**src/rtl/wide_add_sequencer.sv**
```systemverilog
// Multi-word adder that walks WORDS 32-bit words through one registered 32-bit adder, rippling the carry.
// Optional signed-overflow output enabled by defining WIDE_ADD_OVF_EN.

module cascaded_sequential_adder (
  input  logic        clk,
  input  logic [31:0] a,
  input  logic [31:0] b,
  input  logic        cin,
  output logic [31:0] s,
  output logic        cout
);

  logic [31:0] a_q;
  logic [31:0] b_q;
  logic        cin_q;

  // Two register stages, no reset: operands are captured first, the sum one edge later.
  always_ff @(posedge clk) begin
    a_q         <= a;
    b_q         <= b;
    cin_q       <= cin;
    {cout, s}   <= {1'b0, a_q} + {1'b0, b_q} + {32'b0, cin_q};
  end

endmodule

module wide_add_sequencer #(
  parameter int WORDS = 4
) (
  input  logic                  clk,
  input  logic                  rst,
  input  logic                  in_valid,
  output logic                  in_ready,
  input  logic [32*WORDS-1:0]   in_a,
  input  logic [32*WORDS-1:0]   in_b,
  input  logic                  in_cin,
  output logic                  out_valid,
  input  logic                  out_ready,
  output logic [32*WORDS-1:0]   out_sum,
  output logic                  out_cout,
`ifdef WIDE_ADD_OVF_EN
  output logic                  out_ovf,
`endif
  output logic                  busy
);

  typedef enum logic [2:0] {
    S_IDLE,
    S_ISSUE,
    S_WAIT,
    S_CAPT,
    S_DONE
  } state_t;

  state_t                  state_q, state_d;
  logic [WORDS-1:0][31:0]  opa_q, opa_d;
  logic [WORDS-1:0][31:0]  opb_q, opb_d;
  logic [WORDS-1:0][31:0]  sum_q, sum_d;
  logic                    carry_q, carry_d;
  logic [2:0]              k_q, k_d;
  logic                    cout_q, cout_d;
`ifdef WIDE_ADD_OVF_EN
  logic                    ovf_q, ovf_d;
`endif

  logic [31:0] add_a;
  logic [31:0] add_b;
  logic [31:0] add_s;
  logic        add_cout;

  // Word select for the shared adder; driven in every state, only meaningful in ISSUE.
  always_comb begin
    add_a = '0;
    add_b = '0;
    for (int i = 0; i < WORDS; i++) begin
      if (k_q == 3'(i)) begin
        add_a = opa_q[i];
        add_b = opb_q[i];
      end
    end
  end

  cascaded_sequential_adder u_adder (
    .clk  (clk),
    .a    (add_a),
    .b    (add_b),
    .cin  (carry_q),
    .s    (add_s),
    .cout (add_cout)
  );

  always_comb begin
    state_d   = state_q;
    opa_d     = opa_q;
    opb_d     = opb_q;
    sum_d     = sum_q;
    carry_d   = carry_q;
    k_d       = k_q;
    cout_d    = cout_q;
`ifdef WIDE_ADD_OVF_EN
    ovf_d     = ovf_q;
`endif
    in_ready  = 1'b0;
    out_valid = 1'b0;
    busy      = 1'b0;

    case (state_q)
      S_IDLE: begin
        in_ready = 1'b1;
        if (in_valid) begin
          opa_d   = in_a;
          opb_d   = in_b;
          carry_d = in_cin;
          k_d     = 3'd0;
          state_d = S_ISSUE;
        end
      end
      S_ISSUE: begin
        busy    = 1'b1;
        state_d = S_WAIT;
      end
      S_WAIT: begin
        busy    = 1'b1;
        state_d = S_CAPT;
      end
      S_CAPT: begin
        busy = 1'b1;
        for (int i = 0; i < WORDS; i++) begin
          if (k_q == 3'(i)) begin
            sum_d[i] = add_s;
          end
        end
        carry_d = add_cout;
        if (k_q == 3'(WORDS - 1)) begin
          cout_d  = add_cout;
`ifdef WIDE_ADD_OVF_EN
          // Signed overflow: operands agree in sign but the top sum bit does not.
          ovf_d   = (opa_q[WORDS-1][31] == opb_q[WORDS-1][31]) &&
                    (add_s[31] != opa_q[WORDS-1][31]);
`endif
          state_d = S_DONE;
        end else begin
          k_d     = k_q + 3'd1;
          state_d = S_ISSUE;
        end
      end
      S_DONE: begin
        out_valid = 1'b1;
        if (out_ready) begin
          state_d = S_IDLE;
        end
      end
      default: begin
        state_d = S_IDLE;
      end
    endcase
  end

  always_ff @(posedge clk or posedge rst) begin
    if (rst) begin
      state_q <= S_IDLE;
      opa_q   <= '0;
      opb_q   <= '0;
      sum_q   <= '0;
      carry_q <= 1'b0;
      k_q     <= 3'd0;
      cout_q  <= 1'b0;
`ifdef WIDE_ADD_OVF_EN
      ovf_q   <= 1'b0;
`endif
    end else begin
      state_q <= state_d;
      opa_q   <= opa_d;
      opb_q   <= opb_d;
      sum_q   <= sum_d;
      carry_q <= carry_d;
      k_q     <= k_d;
      cout_q  <= cout_d;
`ifdef WIDE_ADD_OVF_EN
      ovf_q   <= ovf_d;
`endif
    end
  end

  assign out_sum  = sum_q;
  assign out_cout = cout_q;
`ifdef WIDE_ADD_OVF_EN
  assign out_ovf  = ovf_q;
`endif

endmodule

```
**config.mk**
```make
export PLATFORM = sky130hd
export DESIGN_NAME = wide_add_sequencer
export DESIGN_NICKNAME = d
export VERILOG_FILES = /design/src/rtl/wide_add_sequencer.sv
export SDC_FILE = /design/constraint.sdc
export NUM_CORES = 1
export LEC_CHECK = 0
export BUFFER_PORTS_ARGS = -buffer_cell sky130_fd_sc_hd__buf_2
export CAP_MARGIN = 20
export CORE_UTILIZATION = 30
export CTS_BUF_LIST = sky130_fd_sc_hd__clkbuf_16
export CTS_CLUSTER_DIAMETER = 50
export CTS_CLUSTER_SIZE = 12
export DETAILED_ROUTE_END_ITERATION = 8
export GPL_ROUTABILITY_DRIVEN = 0
export PLACE_DENSITY = 0.53
export SLEW_MARGIN = 20
export SYNTH_ARGS = -nofsm -noshare
export SYNTH_HDL_FRONTEND = slang
export SYNTH_SLANG_ARGS = --single-unit
export TNS_END_PERCENT = 20
```
**constraint.sdc**
```tcl
create_clock -name clk -period 15.2 [get_ports clk]
set_input_delay 3.04 -clock clk [delete_from_list [all_inputs] [get_ports clk]]
set_output_delay 3.04 -clock clk [all_outputs]
set_load 0.1 [all_outputs]
```
After elaboration in Yosys (flattened, before gate mapping)
Index checks and enable logic that the tools add are counted.

word-level totals
  register bits after elaboration = 490
  input bits = 261
  output and inout bits = 132
  logic and storage cells = 66

cells by class
  mux-type cells = 20
  equality and inequality tests = 10
  add/sub/neg operators = 3
  reductions and logical operators = 12

operators by type and width
  operator               number
  $mux W32               8
  $add A32 B32 Y33       1
  $add A33 B1 Y33        1
  $mux W3                5
  $pmux W3 S5            1
  $reduce_and A2 Y1      7
  $eq A3 B2 Y1 const B   4
  $eq A3 B1 Y1 const B   2
  $logic_not A3 Y1       2
  $ne A2 B2 Y1 const B   3
  $pmux W3 S2            1
  $mux W1                4
  $add A3 B1 Y3 const B  1
  $eq A3 B3 Y1 const B   1
  $reduce_and A3 Y1      1
  $reduce_or A3 Y1       1
  $pmux W1 S2            1
  $reduce_bool A2 Y1     1

Depth between registers and ports, before layout
  word-level depth = 5
  depth in mapped cells = 9

By module
A second synthesis with hierarchy kept.

second synthesis, totals
  cell total of the unflattened synthesis = 2114
  area total of the unflattened synthesis = 20736.1 um^2

by module, submodules not included
  module                     cells each  times used  area an instance (um^2)
  wide_add_sequencer         1772        1           17023.8
  cascaded_sequential_adder  342         1           3712.3

Worst setup path after synthesis
OpenSTA, ideal clock, no wires.

  path type = register to output
  start = register state_q[1]
  end = output in_ready
  cell stages (with the launch flop) = 2
  data arrival time = 2536 ps
  slack = 9624 ps
  required time = 12160 ps
  cells stage by stage = dfrtp_1 nor3_1

between the ends
  longest elaborated chain between the ends = 2

ends and longest elaborated chain
  element                 line  source
  from (decl)             55    state_t state_q, state_d;
  from (signal assigned)  172   state_q <= state_d;
  $logic_not A3 Y1        107   case (state_q)
  $mux W1                 107
  to (decl)               33    output logic in_ready,

Every way passes these cells.

==> results.ini <==
[status]
status=finished with violations
violations=design-rule violations

[timing]
report.final.setup_viol=0
drv_slew=0
timing.slew.headroom_pct=31.0
unrepaired_setup_endpoints_after_global_routing=false
finalHoldViolations=0
timing.final.crit_share_pct=32.3
finalWorstPathRequiredPeriod_ns=4.91
max_freq_mhz=204
fin_worst_skew_ns=0.0188
tightestPinTransition_ns=1.04
setup-tns-final_ns=0

[finish]
layout-drive-gt1-share_pct=47.2
fill_cells=6425
layout-area-overhead-vs-synth_pct=24.3
final-seq-area_mm2=0.0118
finish.instance_area_mm2=0.0250
design.final.nets=2177
multiInputGateArea_mm2=0.00792

[synthesis]
yosys_warnings=0
postSynthCellCount=1502
yosys.cell_types.count=66
synthDominantCellAreaShare_pct=48.8
ys_seq_elements=490
synthDominantAreaCellType=dfrtp_1
postSynth.topFlopCell=dfrtp_1
synth_fp_nets=1801
ys_top_cells_by_area=dfrtp_1 (49%), mux2_2 (22%), dfxtp_1 (9.8%)
postSynthAreaPerCell_um2=13.4
synth_sequential_area_ratio_pct=58.6
synth_async_sr_flop_share_pct=80.0
synth.cell_area_mm2=0.0201
synth_edf_count=0

[floorplan]
die_h_um=261
die-area_mm2=0.0680
die_x_um=261
floorplan.core_area_mm2=0.0660
initial_core_util_pct=30.4
std_cell_rows=94
ioPinCount=393

[setup_path]
worst-endpoint-required_ns=15.81
critical_path_class=in2async
crit_chain=buf_2 > inv_8 > buf_4 > buf_4
path_delay_family=buffers and inverters
worst-r2r-cell-count=6
rr_startpoint=k_q[1]$_DFFE_PP0P_
worst-r2r-setup-slack_ns=11.51
critical_path.endpoint_type=async pin
critical_path_buf_inv_count=4
critical_path.most_common_cell=buf_4
cpPeakStageDelay_ns=0.85
rr_endpoint=out_sum[53]$_DFFE_PP0P_
worstSetupStartpointType=input pin
cp_slowest_cell=buf_4
worstPathMaxFanout=126
critPathArrivalTime_ns=5.53

[detailed_routing]
viasPerCell=4.84
remaining_drc_errors=38
post_drt_wl_per_cell_um=20.8
drtAntennaViolNets=0
drt-total-wl_um=58200
drt_iter0_drc=734
drt_first_pass_iters=7
number_of_vias_after_detailed_routing=13550

[global_routing]
grt_first_pass_wirelength_um=87500
grtUsageTotal_pct=17.0
antenna_violations_before_repair=16
globalRoute.totalOverflow=0
grt_max_degree=174
vias_in_the_first_global_route=13947

[clock_network]
cts.hold.buffers_added=0
clk_root_buffer_cell=clkbuf_16
worst_setup_hold_path_clk_slew_ns=0.06
numCtsBuffers=61
post_cts.repair.setup_buffers=0
clock_latency_on_the_worst_skew_pair_ns=0.63
cts_num_sinks=490
cts_repair_resize_count=0
clock_path_buffers=3
tritoncts=built
h-tree-depth=2

[min_path]
hold_end=u_adder.cin_q$_DFF_P_
worst_hold_path.num_cells=0
hold_class=reg2reg
min_from=carry_q$_DFFE_PP0P_

[job]
drv_cap=0

[place]
dp_hpwl_um=41300
port_buffer_count=392
dpl_cell_area_mm2=0.0229

## area by class of cell
class	count	share of cell area, %
timing repair buffer	406	8.49
antenna	7	0.0702
inverter	11	0.195
clock inverter	51	1.71
multi-input combinational	908	31.7
clock buffer	63	6.31
sequential	490	47.2
tap	864	4.33
## stage by stage
stage,setup WS [ns],hold slack [ns],util (%),instances
floorplan,1.26,0.347,-,1502
global placement,9.57,0.354,34.7,2677
detailed placement,9.48,0.358,34.7,2677
CTS,10.17,0.372,37.7,2791
global route,9.81,0.381,37.8,2796
finish,10.29,0.370,37.8,2800
## metal layers
layer,share of wire (%),up-vias,GRT usage (%),wire (µm)
li1,-,6262,-,-
met1,44,6821,22.1,25400
met2,48,355,27.7,27800
met3,5.9,98,3.87,3420
met4,2.6,14,5.34,1520
met5,0.15,-,0,89
## placed cells by master, fill, tap and decap left out, types with 4 or more instances in the layout
cell type | Yosys | layout
o21ai_0 | 136 | 136
xor2_1 | 10 | 10
a21oi_1 | 34 | 34
inv_1 | 11 | 25
o21bai_1 | 6 | 6
clkinvlp_4 | 0 | 4
and3_1 | 4 | 4
a211oi_1 | 4 | 4
nor2_1 | 15 | 12
nand4_1 | 4 | 4
xnor2_1 | 18 | 18
o21ai_1 | 9 | 9
ha_1 | 36 | 35
buf_4 | 2 | 11
inv_6 | 0 | 8
diode_2 | 0 | 7
nand3_1 | 9 | 9
buf_2 | 48 | 392
a221o_1 | 65 | 65
inv_8 | 0 | 5
bufinv_16 | 0 | 4
a21o_1 | 8 | 8
clkinv_1 | 0 | 7
dfxtp_1 | 98 | 98
a31oi_1 | 4 | 4
dfrtp_1 | 392 | 392
clkbuf_16 | 0 | 63
mux2_2 | 384 | 384
nand2_1 | 95 | 93
## registers in the layout (all words and copies together) (netlist names)
signal         flops
out_sum          128
u_adder.a_q       32
opb_q            128
u_adder.s         32
carry_q            1
u_adder.cin_q      1
state_q            3
k_q                3
opa_q            128
u_adder.b_q       32
u_adder.cout       1
out_cout           1
## how the worst max path moves through the flow
stage / to / from / depth (start not counted)
finish: out_sum[57]$_DFFE_PP0P_ / rst / 4
global route: out_sum[57]$_DFFE_PP0P_ / rst / 4
CTS: out_sum[57]$_DFFE_PP0P_ / rst / 4
detailed placement: opa_q[114]$_DFFE_PP0P_ / rst / 4
global placement: opa_q[114]$_DFFE_PP0P_ / rst / 4
floorplan: carry_q$_DFFE_PP0P_ / rst / 1
## logic make-up (layout without fill, tap and decap cells)
group                    count (synthesis)  in the layout  synth area share [%]
multiplexers                           387            387                  21.7
adder cells (fa/ha/maj)                 38             38                  2.44
flip-flops                             490            490                  58.6
buffers and inverters                  104            531                  2.28
AO/OA/AOI/OAI                          300            300                  10.2
other                                    0              7                     0
XOR/XNOR                                28             28                  1.22
AND/OR/NAND/NOR                        155            155                  3.56
## cells in the mapped netlist (3+ instances only)
master	instances
a31oi_1	4
a21oi_1	34
o21ai_0	136
xor2_1	10
nand3_1	9
and3_1	4
nor2b_1	5
nand2_1	95
inv_1	11
a221o_1	65
a21o_1	8
and2_1	4
xnor2_1	18
o21a_1	3
dfxtp_1	98
a211oi_1	4
o21ai_1	9
nand4_1	4
nand2b_1	3
o21bai_1	6
nor2_1	15
buf_2	48
dfrtp_1	392
nor3_1	3
mux2_2	384
ha_1	36
o211ai_1	3
or2_2	3
clkbuf_1	43
Power is left out: the tool's default activity adds up to more than one toggle a clock period on the data nets, which glitch-free logic cannot reach.
